===== src/rtl/des_pkg.sv =====
// rtl/des_pkg.sv - shared widths and state encoding for the DES datapath blocks
package des_pkg;

  // Counter message width: {counter_bits, region}
  localparam int MSG_W = 64;

  // Region width used by the partial message counter
  localparam int N = 16;

  // message_fifo region-tracking states
  typedef enum logic [1:0] {
    ST_IDLE  = 2'd0,
    ST_RUN   = 2'd1,
    ST_DRAIN = 2'd2,
    ST_DONE  = 2'd3
  } fifo_state_t;

endpackage


===== src/rtl/fifo_mem.sv =====
// rtl/fifo_mem.sv - DEPTH x MSG_W register array, one write port, combinational read
module fifo_mem
  import des_pkg::*;
#(
  parameter int DEPTH = 8,
  parameter int AW    = 3
) (
  input  logic             clk,
  input  logic             wr_en,
  input  logic [AW-1:0]    wr_addr,
  input  logic [MSG_W-1:0] wr_data,
  input  logic [AW-1:0]    rd_addr,
  output logic [MSG_W-1:0] rd_data
);

  logic [MSG_W-1:0] mem [DEPTH];

  // Storage is never reset; validity is tracked by the pointers in the parent
  always_ff @(posedge clk) begin
    if (wr_en) begin
      mem[wr_addr] <= wr_data;
    end
  end

  assign rd_data = mem[rd_addr];

endmodule


===== src/rtl/message_fifo.sv =====
// rtl/message_fifo.sv - FWFT elastic buffer between the message counter and the DES unit
module message_fifo
  import des_pkg::*;
#(
  parameter int DEPTH = 8,
  parameter int AW    = 3,
  parameter int SLACK = 2
) (
  input  logic             clk,
  input  logic             rst,
  input  logic             flush,
  input  logic [MSG_W-1:0] in_msg,
  input  logic             in_valid,
  input  logic             in_done,
  output logic             pause_out,
  output logic [MSG_W-1:0] out_msg,
  output logic             out_valid,
  input  logic             out_ready,
  output logic             drained,
  output logic             overflow,
  output logic [AW:0]      level
);

  localparam logic [AW:0] FULL_LVL  = (AW+1)'(DEPTH);
  localparam logic [AW:0] PAUSE_LVL = (AW+1)'(DEPTH - SLACK);

  logic [AW-1:0] wr_ptr;
  logic [AW-1:0] rd_ptr;
  logic [AW:0]   level_next;
  logic          full;
  logic          do_rd;
  logic          do_wr;
  logic          mem_we;
  fifo_state_t   state;
  fifo_state_t   state_next;

  // A full buffer still accepts a write when the head leaves in the same cycle
  always_comb begin
    full       = (level == FULL_LVL);
    do_rd      = (level != '0) && out_ready;
    do_wr      = in_valid && (!full || do_rd);
    mem_we     = do_wr && !flush;
    level_next = level + (AW+1)'(do_wr) - (AW+1)'(do_rd);
  end

  fifo_mem #(
    .DEPTH (DEPTH),
    .AW    (AW)
  ) u_mem (
    .clk     (clk),
    .wr_en   (mem_we),
    .wr_addr (wr_ptr),
    .wr_data (in_msg),
    .rd_addr (rd_ptr),
    .rd_data (out_msg)
  );

  assign out_valid = (level != '0);
  assign drained   = (state == ST_DONE);

  // Pointers, occupancy, registered pause and sticky overflow; flush beats everything
  always_ff @(posedge clk or posedge rst) begin
    if (rst) begin
      wr_ptr    <= '0;
      rd_ptr    <= '0;
      level     <= '0;
      pause_out <= 1'b0;
      overflow  <= 1'b0;
    end else if (flush) begin
      wr_ptr    <= '0;
      rd_ptr    <= '0;
      level     <= '0;
      pause_out <= 1'b0;
      overflow  <= 1'b0;
    end else begin
      if (do_wr) begin
        wr_ptr <= wr_ptr + AW'(1);
      end
      if (do_rd) begin
        rd_ptr <= rd_ptr + AW'(1);
      end
      level     <= level_next;
      pause_out <= (level_next >= PAUSE_LVL);
      if (in_valid && full && !do_rd) begin
        overflow <= 1'b1;
      end
    end
  end

  // Region-tracking state register
  always_ff @(posedge clk or posedge rst) begin
    if (rst) begin
      state <= ST_IDLE;
    end else begin
      state <= state_next;
    end
  end

  // Region-tracking next state: DRAIN waits until the last buffered word is taken
  always_comb begin
    state_next = state;
    case (state)
      ST_IDLE:  if (in_valid)            state_next = ST_RUN;
      ST_RUN:   if (in_done)             state_next = ST_DRAIN;
      ST_DRAIN: if (level_next == '0)    state_next = ST_DONE;
      ST_DONE:                           state_next = ST_DONE;
      default:                           state_next = ST_IDLE;
    endcase
    if (flush) begin
      state_next = ST_IDLE;
    end
  end

endmodule

===== config.mk =====
export PLATFORM = sky130hd
export DESIGN_NAME = message_fifo
export DESIGN_NICKNAME = d
export VERILOG_FILES = /design/src/rtl/des_pkg.sv /design/src/rtl/fifo_mem.sv /design/src/rtl/message_fifo.sv
export SDC_FILE = /design/constraint.sdc
export NUM_CORES = 1
export LEC_CHECK = 0
export BUFFER_PORTS_ARGS = -buffer_cell sky130_fd_sc_hd__buf_2
export CAP_MARGIN = 20
export CORE_MARGIN = 1
export CORE_UTILIZATION = 54
export CTS_CLUSTER_SIZE = 10
export DETAILED_ROUTE_END_ITERATION = 6
export PLACE_DENSITY = 0.72
export SYNTH_ARGS = -nofsm -noshare
export SYNTH_HDL_FRONTEND = slang
export SYNTH_SLANG_ARGS = --single-unit

===== constraint.sdc =====
create_clock -name clk -period 7.5 [get_ports clk]
set_input_delay 0.75 -clock clk [delete_from_list [all_inputs] [get_ports clk]]
set_output_delay 0.75 -clock clk [all_outputs]
set_load 0.02 [all_outputs]

# Yosys cells after proc, flatten, opt, wreduce, memory -nomap -nowiden
# Memories as Yosys holds them, arrays and structs flattened.
# Cells that the tools add are included.
dict set report totals {
  mem_bits_rw 512
  wordCells 50
  out_inout_bits 72
  in_bits 70
  memories 1
  ff_bits 14
}
dict set report classes {
  mux 15
  addsub 4
  n_eq_ne 7
  reduce_logical 16
  n_lt_le_gt_ge 1
}
# name words width rd rd_ports_with_merged_regs write_ports line_no
set memory_table {}
lappend memory_table {u_mem.mem 8 64 1 0 1 fifo_mem.sv:16} ;# logic [MSG_W-1:0] mem [DEPTH];
# op n
set ops {}
lappend ops {{two-way mux 3 bit} 4}
lappend ops {{inequality test 3 bit (second input constant)} 3}
lappend ops {{two-way mux 2 bit} 4}
lappend ops {{one-hot mux 2 bit (4 select lines)} 1}
lappend ops {{adder 3 x 1 -> 3 bit (second input constant)} 2}
lappend ops {{nonzero test 2 bit} 3}
lappend ops {{logical AND 1 bit} 5}
lappend ops {{two-way mux 1 bit} 5}
lappend ops {{adder 4 x 1 -> 4 bit} 1}
lappend ops {{== test 2 bit (second input constant)} 2}
lappend ops {{== test 4 bit (second input constant)} 1}
lappend ops {{greater-or-equal comparator 4 x 3 -> 1 bit (second input constant)} 1}
lappend ops {{zero test 4 bit} 1}
lappend ops {{two-way mux 4 bit} 1}
lappend ops {{nonzero test 4 bit} 1}
lappend ops {{subtractor 4 x 1 -> 4 bit} 1}
lappend ops {{zero test 1 bit} 3}
lappend ops {{AND reduction 3 bit} 1}
lappend ops {{== test 2 x 1 -> 1 bit (second input constant)} 1}
lappend ops {{zero test 2 bit} 1}
lappend ops {{logical OR 1 bit} 1}

# Depth between registers and ports, before layout
# Gate-level depths: netlist (run 1).
dict set report depth {
  ltp_word 10
  depth_mapped 13
  depth_no_buf 12
}

# Cells and area by module
# From an unflattened synthesis (run 1), not the netlist that was laid out.
dict set report hier_totals {
  cells_unflattened 828
  area_unflattened_um2 20053.0
}
# mod seq_area_each_um2 area_each_um2 n_inst cells_each
set by_module_without_submodules {}
lappend by_module_without_submodules {fifo_mem 15374.7 19266.0 1 752}
lappend by_module_without_submodules {message_fifo 350.3 787.0 1 76}

# Least setup slack after synthesis (run 1)
# No wires, ideal clock.
dict set report synth_path {
  kind {register to register}
  start {reg level[2]}
  end {mem u_mem.mem[0][0], enable pin}
  n_path_buf 0
  t_arrival_ns 7.497
  period_less_slack_ns 8.140
  t_required_ns 6.856
  setup_ns 0.644
  path_stages_with_launch 7
  slack_ns -0.640
  path_cell_list {dfrtp_1 inv_1 ha_1 nand2b_1 a31oi_1 nand2b_1 nor4_1}
}
dict set report synth_between {
  elab_chain_cells 7
  word_cells_on_any_way 9
  classes_between {eq/ne: 1; mux: 2; reduce/logical: 6}
}
# item line_no
set synth_lines {}
lappend synth_lines {{start, declared} message_fifo.sv:21} ;# output logic [AW:0] level
lappend synth_lines {{start signal, assigned} message_fifo.sv:82} ;# level <= level_next;
lappend synth_lines {{== test 4 bit / nonzero test 4 bit (equally long branches)} {message_fifo.sv:39, message_fifo.sv:40}}
lappend synth_lines {{zero test 1 bit / logical AND 1 bit (equally long branches)} {message_fifo.sv:41, message_fifo.sv:40}}
lappend synth_lines {{logical OR 1 bit *} message_fifo.sv:41} ;# do_wr = in_valid && (!full || do_rd);
lappend synth_lines {{logical AND 1 bit *} message_fifo.sv:41}
lappend synth_lines {{logical AND 1 bit *} message_fifo.sv:42} ;# mem_we = do_wr && !flush;
lappend synth_lines {{two-way mux 1 bit *} fifo_mem.sv:20} ;# if (wr_en) begin
lappend synth_lines {{two-way mux 1 bit (implied by the code) *} fifo_mem.sv:21} ;# mem[wr_addr] <= wr_data;
lappend synth_lines {{end, declared} fifo_mem.sv:16}
# Every way passes the cells marked *; elsewhere a longest branch is shown, timed or not.

# Final worst setup path (run 1)
dict set report layout_path {
  start {reg rd_ptr[1]}
  end {out out_msg[28]}
}
dict set report layout_between {
  elab_chain_cells 1
}
# item line_no
set layout_lines {}
lappend layout_lines {{start, declared} message_fifo.sv:28} ;# logic [AW-1:0] rd_ptr;
lappend layout_lines {{start signal, assigned} message_fifo.sv:80} ;# rd_ptr <= rd_ptr + AW'(1);
lappend layout_lines {{memory read (8 x 64 bit)} n/a}
lappend layout_lines {{end, declared} message_fifo.sv:16} ;# output logic [MSG_W-1:0] out_msg,
# No other way between the ends.

==> results.toml, run 1 <==
[clocking]
hold_buffers = 0
cts_setup_buffers = 0
cts.htree.levels = 2
clock_path_buffers = 3
cts_made_buffers = 59
post_cts_resized = 0
clock-sinks = 526
cts_tree = "built"
clk_pin_slew_ns = 0.05
root_buffer = "clkbuf_16"
clock_latency_ns = 0.59

[sta]
whs_ns = 0.202
final_hold_viol_count = 0
finalSetupViolCount = 0
drv_slew = 0
setup-tns-final_ns = 0
max_slew_margin = 0.251
timing.fmax_mhz = 236
finalCritPeriodShare = 0.565
rsz0062_at_grt = "no"
final.min_clock_period_ns = 4.24
tightest_slew_ns = 1.12
fin_worst_skew_ns = 0.00903

[routing]
routed_wl_um = 37700
drtIter0Drc = 584
ant_nets = 0
drt-vias-per-instance = 5.93
dr.pass1.iters = 7
num_vias = 8863
wl_per_cell_um = 25.2
drc = 0

[worst_setup_path]
slowest_stage = "dfrtp_4"
reg2reg_to = "u_mem.mem[6][27]"
startpoint_type = "flip-flop"
worst-path-buf-inv = 2
rrSetupSlack_ns = 4.02
worstPathArrival_ns = 3.49
reg2regPathDepth = 7
worstSetupPathType = "flip-flop to primary output"
rr_startpoint = "level[2]"
cp-end-kind = "primary output"
max_stage_delay_ns = 1.15
cp.required_ns = 6.75
critPathTopFamily = "flip-flops"
cp_cell_sequence = "buf_4 > mux4_2 > mux2_2 > buf_2"
critPathMaxFanout = 73

[pwr]
comb_power_share = 0.215
internal-power_mw = 5.56
p_per_area_nw_per_um2 = 327
p_sw_mw = 1.93
seqPwrFrac = 0.458
peakVddDrop_uv = 282
p_sw_frac = 0.258
p_leak_nw = 7.34
clock_power_share = 0.327

[yosys]
async_reset_ff_frac = 0.0266
synth_cells = 829
synth_edf_count = 512
synth_seq_area_share = 0.785
avgSynthCellArea_sq_um = 24.2
yosysUniqueCellTypes = 32
netlist_area_sq_um = 20000
synth-seq-cells = 526
syn_nets = 907
yosysWarnings = 0
ys.flop_type = "edfxtp_1"

[layout]
instances_no_fill = 1495
areaGrowthSynthToFinish_pct = 14.4
regArea_sq_um = 15700
multi_input_area_sq_um = 4110
fill_cells = 2443
final_layout_size_suffix_gt1_frac = 0.416
nNetsFinal = 1086

[global_route]
grt_max_degree = 113
antenna_found_initial = 8
grt_usage = 0.206
grt_pass1_vias = 9559
overflow = 0
grt_pass1_wl_um = 57000

[worst_hold_path]
worstHoldPathType = "input port to asynchronous set/reset pin"

[job]
max-cap-violations = 0

[floorplanning]
floorplan.initialDensity = 0.548
die_w_um = 195
core_region_area_sq_um = 36500
fp.dieH_um = 195
pin_count = 142
rows = 70
dieArea_sq_um = 37900

[placement]
numPlacedInstances = 1414
place_congestion = 0.702
io_buffers = 141
dp_hpwl_um = 19000

[run_status]
status = "completed"
-- sequential cells by signal, summed over array words and instances, names as in the netlist --
register,flops
rd_ptr,3
level,4
pause_out,1
u_mem.mem,512
wr_ptr,3
overflow,1
state,2
-- per-layer routing --
layer / GRT usage / wire [um]
met4: 0.0717 / 766
met1: 0.279 / 15900
met2: 0.335 / 18900
met5: 0.0102 / 46
met3: 0.0442 / 2120
-- synthesized netlist by cell type, types with 3 or more instances --
cell type,number,area [sq um]
mux4_2,128,2880
buf_2,3,15.0
ha_1,7,87.6
nor2_1,10,37.5
nor4_1,3,18.8
clkbuf_1,12,45.0
nor2b_1,3,18.8
a21oi_1,8,40.0
nand3_1,3,15.0
mux2_2,65,732
inv_1,6,22.5
xor2_1,3,26.3
nand2_1,11,41.3
nand2b_1,3,18.8
edfxtp_1,512,15400
buf_1,10,37.5
buf_6,11,124
dfrtp_1,14,350
-- power by group through the flow --
| stage | logic [mW] | registers (mW) | clock network (mW) |
|---|---|---|---|
| 6_report | 1.61 | 3.43 | 2.45 |
| 5_1_grt | 1.74 | 3.44 | 2.61 |
| 4_1_cts | 1.65 | 3.44 | 2.49 |
| 3_5_place_dp | 1.64 | 3.49 | 0 |
| 3_3_place_gp | 1.62 | 3.49 | 0 |
| 2_1_floorplan | 1.31 | 3.43 | 0 |
-- cell usage in the layout (no fill, tap or decap), types with 6 or more instances in the layout --
cell / count
edfxtp_1: 512
buf_2: 141
mux4_2: 128
mux2_2: 65
clkbuf_16: 61
buf_4: 13
clkbuf_1: 12
nand2_1: 11
dfrtp_1: 11
a21oi_1: 8
ha_1: 7
inv_1: 6
nor2_1: 6
-- how the worst max path moves through the flow --
stage / start / end / slack (ns) / cells after the start
detailed placement: out_ready / u_mem.mem[6][48] / 3.75 / 6
floorplan: level[2] / u_mem.mem[4][0] / 1.06 / 6
CTS: rd_ptr[1] / out_msg[28] / 3.19 / 4
finish: rd_ptr[1] / out_msg[28] / 3.26 / 4
global placement: rd_ptr[1] / out_msg[28] / 3.83 / 4
global route: rd_ptr[1] / out_msg[28] / 3.10 / 4
-- area by class of cell --
type                            instances  share of cell area
Antenna cell                            4            0.000437
Clock buffer                           73              0.0686
Clock inverter                          3            0.000765
Inverter                                6            0.000983
Multi-Input combinational cell        259               0.180
Sequential cell                       526               0.687
Tap cell                              468              0.0256
Timing Repair Buffer                  156              0.0371
-- through the flow --
step | util | setup WS (ns) | total power [mW] | area (sq um)
floorplan | - | 1.06 | 4.74 | 20000
global placement | 0.583 | 3.83 | 5.11 | 21300
detailed placement | 0.583 | 3.75 | 5.13 | 21300
CTS | 0.626 | 3.19 | 7.57 | 22900
global route | 0.627 | 3.10 | 7.80 | 22900
finish | 0.627 | 3.26 | 7.49 | 22900
-- cells by family after synthesis --
family,after synthesis,share of synthesized area
buffers and inverters,44,0.0129
muxes,193,0.180
DFF,526,0.785
AOI/OAI and AO/OA,15,0.00469
xor gates and xnor gates,4,0.00175
and+or+nand+nor,39,0.00956
adders and majority gates,8,0.00537
Note: power is estimated with default switching activity, not from simulation.
==> run 2: changes to the inputs <==
Settings changed: CORE_UTILIZATION 54 to 60, PLACE_DENSITY 0.72 to 0.76.
Clock period 7.5 ns to 4.3 ns, I/O delays scaled along.
==> results.toml, run 2 (same netlist as run 1, synthesis figures left out) <==
[run_status]
status = "completed"

[floorplanning]
rows = 66
fp.dieH_um = 185
floorplan.initialDensity = 0.612
die_w_um = 185
dieArea_sq_um = 34100
core_region_area_sq_um = 32700
pin_count = 142

[clocking]
cts_made_buffers = 58
clock_latency_ns = 0.56
clk_pin_slew_ns = 0.05
root_buffer = "clkbuf_16"
cts_tree = "built"
clock_path_buffers = 3
cts_setup_buffers = 0
clock-sinks = 526
cts.htree.levels = 2

[sta]
max_slew_margin = 0.440
final.min_clock_period_ns = 3.33
setup-tns-final_ns = 0
timing.fmax_mhz = 300
fin_worst_skew_ns = 0.0189
finalSetupViolCount = 0
finalCritPeriodShare = 0.774
final_hold_viol_count = 0
rsz0062_at_grt = "no"
drv_slew = 0
tightest_slew_ns = 0.840
setup_ws_ns = 0.970

[worst_setup_path]
cp.required_ns = 3.87
slowest_stage = "dfrtp_4"
rrSetupSlack_ns = 1.31
startpoint_type = "flip-flop"
critPathMaxFanout = 28
cp_cell_sequence = "buf_4 > mux4_2 > mux2_2 > buf_2"
worst-path-buf-inv = 2
cp-end-kind = "primary output"
max_stage_delay_ns = 0.82
worstSetupPathType = "flip-flop to primary output"
critPathTopFamily = "multiplexers"
worstPathArrival_ns = 2.90

[layout]
largest_register = "u_mem.mem"
nNetsFinal = 1092
largest_reg_flops = 512
largestRegisters = "u_mem.mem x512, level x4"
final_common_cell = "edfxtp_1"
fill_cells = 1941
mostFrequentLayoutCells = "edfxtp_1, buf_2, mux4_2, mux2_2, clkbuf_16"
final_layout_size_suffix_gt1_frac = 0.413
areaGrowthSynthToFinish_pct = 14.9

[job]
max-cap-violations = 0

[routing]
drc = 0
dr.pass1.iters = 5
ant_nets = 0
num_vias = 8949
wl_per_cell_um = 24.9
drt-vias-per-instance = 6.03
routed_wl_um = 37000
drtIter0Drc = 709

[global_route]
grt_pass1_wl_um = 55300
grt_max_degree = 65
antenna_found_initial = 9
grt_usage = 0.223
overflow = 0
grt_pass1_vias = 9413

[placement]
io_buffers = 141
pre_cts_ws_ns = 1.33
dp_hpwl_um = 19500
place_congestion = 0.761

[pwr]
p_sw_mw = 3.34
clock_power_share = 0.323
p_sw_frac = 0.256
seqPwrFrac = 0.460
p_leak_nw = 7.38
peakVddDrop_uv = 408
comb_power_share = 0.217
internal-power_mw = 9.70
p_per_area_nw_per_um2 = 567

[worst_hold_path]
worstHoldPathType = "input port to flip-flop"
[run 2: per-stage QoR]
step / instances / utilization / area [sq um] / power, mW / hold slack [ns]
after floorplan: 829 / - / 20100 / 8.27 / 0.319
after global placement: 1395 / 0.655 / 21400 / 8.94 / 0.496
after detailed placement: 1395 / 0.655 / 21400 / 8.97 / 0.502
after CTS: 1481 / 0.703 / 23000 / 13.2 / 0.112
after global routing: 1483 / 0.704 / 23000 / 13.6 / 0.129
final: 1484 / 0.704 / 23000 / 13.0 / 0.131
[run 2: area by class of cell]
type                    count  area, sq um  area share
repair buffers            163          986      0.0428
well taps                 442          553      0.0240
clock buffers              84         1570      0.0682
inverters                   6         22.5    0.000979
flip-flops and latches    526        15700       0.684
clock inverters             1         8.76    0.000381
diodes                      3         7.51    0.000326
multi-input cells         259         4130       0.179
[run 2: path summary, 6_finish.rpt]
kind                                 from              end  cells after the start
worst max-delay path            rd_ptr[0]      out_msg[63]                      4
worst min-delay path            in_msg[7]  u_mem.mem[0][7]                      1
worst max register to register   level[2]         state[0]                     11
worst min register to register   overflow         overflow                      2
max in group asynchronous             rst        rd_ptr[0]                      3
min in group asynchronous             rst        rd_ptr[1]                      3
[run 2: timing repair]
| action | in CTS | in global routing |
|---|---|---|
| gates resized for setup | 0 | 0 |
| hold buffers | 1 | 0 |
| endpoints found under the hold margin | 14 | 0 |
| endpoints found under the setup margin | 0 | 0 |
[run 2: per-layer routing]
metal | vias up | global-route usage | wire length [um]
li1 | 3877 | - | -
met1 | 4700 | 0.311 | 15400
met2 | 289 | 0.366 | 18600
met3 | 69 | 0.0447 | 2210
met4 | 14 | 0.0618 | 682
met5 | - | 0 | 92
[run 2: power groups by stage]
stage	combinational (mW)	sequential, mW	clock (mW)
detailed placement	2.87	6.10	0
CTS	2.89	6.00	4.29
global route	3.05	6.02	4.48
floorplan	2.28	5.99	0
global placement	2.85	6.10	0
finish	2.83	5.99	4.21
==> run 3: changes to the inputs <==
Settings changed: CORE_UTILIZATION 60 to 54, PLACE_DENSITY 0.76 to 0.72.
Clock period 4.3 ns to 3 ns, I/O delays scaled along.
==> results.toml, run 3 (same netlist as run 1, synthesis figures left out) <==
[run_status]
status = "completed"

[placement]
io_buffers = 141
dp_hpwl_um = 20400
placed_area_sq_um = 21700
numPlacedInstances = 1426
place_congestion = 0.743

[sta]
finalCritPeriodShare = 0.960
rsz0062_at_grt = "no"
tightest_slew_ns = 0.547
final.min_clock_period_ns = 2.88
fin_worst_skew_ns = 0.0135
finalSetupViolCount = 0
max_slew_margin = 0.635
timing.fmax_mhz = 347
whs_ns = 0.0665
final_hold_viol_count = 0
drv_slew = 0

[layout]
largestRegisters = "u_mem.mem x512, level x4"
final_layout_size_suffix_gt1_frac = 0.408
final_common_cell = "edfxtp_1"
instances_no_fill = 1566
nNetsFinal = 1163
largest_register = "u_mem.mem"
areaGrowthSynthToFinish_pct = 19.4
largest_reg_flops = 512
mostFrequentLayoutCells = "edfxtp_1, buf_2, mux4_2, dlygate4sd3_1, mux2_2"
stdcell_area_sq_um = 23900

[clocking]
cts_setup_buffers = 0
cts_made_buffers = 58
root_buffer = "clkbuf_16"
cts_tree = "built"
clock_latency_ns = 0.57
clock-sinks = 526
clk_pin_slew_ns = 0.05
clock_path_buffers = 3
cts.htree.levels = 2

[floorplanning]
die_w_um = 195
dieArea_sq_um = 37900
rows = 70
core_region_area_sq_um = 36500
floorplan.initialDensity = 0.548
fp.dieH_um = 195
pin_count = 142

[routing]
routed_wl_um = 38100
num_vias = 9110
drt-vias-per-instance = 5.82
drtIter0Drc = 632
ant_nets = 0
drc = 0
dr.pass1.iters = 5
wl_per_cell_um = 24.3

[worst_setup_path]
cp_cell_sequence = "buf_12 > mux4_2 > mux2_2 > buf_2"
startpoint_type = "flip-flop"
critPathTopFamily = "multiplexers"
slowest_stage = "dfrtp_4"
worst-path-buf-inv = 2
worstPathArrival_ns = 2.58
max_stage_delay_ns = 0.60
critPathMaxFanout = 38
cp-end-kind = "primary output"
cp.required_ns = 2.70
worstSetupPathType = "flip-flop to primary output"

[global_route]
grt_max_degree = 65
grt_pass1_vias = 9907
grt_usage = 0.206
overflow = 0
grt_pass1_wl_um = 58200
antenna_found_initial = 2

[pwr]
peakVddDrop_uv = 600
p_leak_nw = 7.73
p_per_area_nw_per_um2 = 790

[worst_hold_path]
worstHoldPathType = "input port to flip-flop"

[job]
max-cap-violations = 0
[run 3: cell types whose count changed in the layout (fill, tap and decap cells not counted), sizes merged]
cell         delta
diode           -2
clkbuf         -13
buf             +5
clkinv          +1
dlygate4sd3    +65
[run 3: area by class of cell]
type / instances / area (sq um)
fillers: 2386 / 12600
flip-flops and latches: 526 / 15700
clock buffers: 70 / 1520
repair buffers: 234 / 1840
well taps: 468 / 586
inverters: 6 / 22.5
clock inverters: 2 / 13.8
diodes: 1 / 2.50
multi-input cells: 259 / 4190
[run 3: worst register-to-register path, stage by stage, from the launching register on]
cell     delay, ns
dfrtp_2       0.41
inv_2         0.09
ha_4          0.13
or3b_4        0.40
nand3_2       0.11
nand2_1       0.06
ha_1          0.21
fa_1          0.44
xor2_2        0.24
nor4b_1       0.08
mux2_2        0.26
o31a_1        0.23
[run 3: final timing paths]
path | slack, ns | end | cells after the start | from
max | 0.12 | out_msg[55] | 4 | rd_ptr[0]
min | 0.07 | overflow | 3 | in_valid
max reg2reg | 0.22 | state[0] | 11 | level[2]
min reg2reg | 0.51 | overflow | 2 | overflow
max in group asynchronous | 2.25 | rd_ptr[0] | 3 | rst
min in group asynchronous | 0.33 | pause_out | 3 | rst
[run 3: per-layer routing]
layer  track usage  wire length, um  vias to the layer above
li1              -                -                     4003
met1         0.285            16500                     4807
met2         0.339            19000                      247
met3        0.0397             1980                       51
met4        0.0550              610                        2
met5             0                8                        -
[run 3: power breakdown]
| group | switching, mW | leakage, nW | total, mW | internal (mW) |
|---|---|---|---|---|
| Combinational | 2.23 | 2.18 | 4.43 | 2.21 |
| Clock | 2.50 | 0.749 | 5.98 | 3.48 |
| Sequential | 0.164 | 4.80 | 8.49 | 8.33 |
| Total | 4.89 | 7.73 | 18.9 | 14.0 |
[run 3: timing repair]
| action | CTS | global route |
|---|---|---|
| setup endpoints to repair | 0 | 21 |
| hold buffers | 66 | 0 |
| hold endpoints to repair | 514 | 0 |
| resized for setup | 0 | 4 |
[run 3: stage by stage]
stage	util	TNS [ns]	worst slack [ns]	power (mW)
6_report	0.655	0	0.120	18.9
5_1_grt	0.655	0	0.0208	19.7
4_1_cts	0.654	0	0.0319	19.1
3_5_place_dp	0.593	0	0.0577	13.0
3_3_place_gp	0.593	0	0.141	12.9
2_1_floorplan	-	-167.94	-0.687	11.9
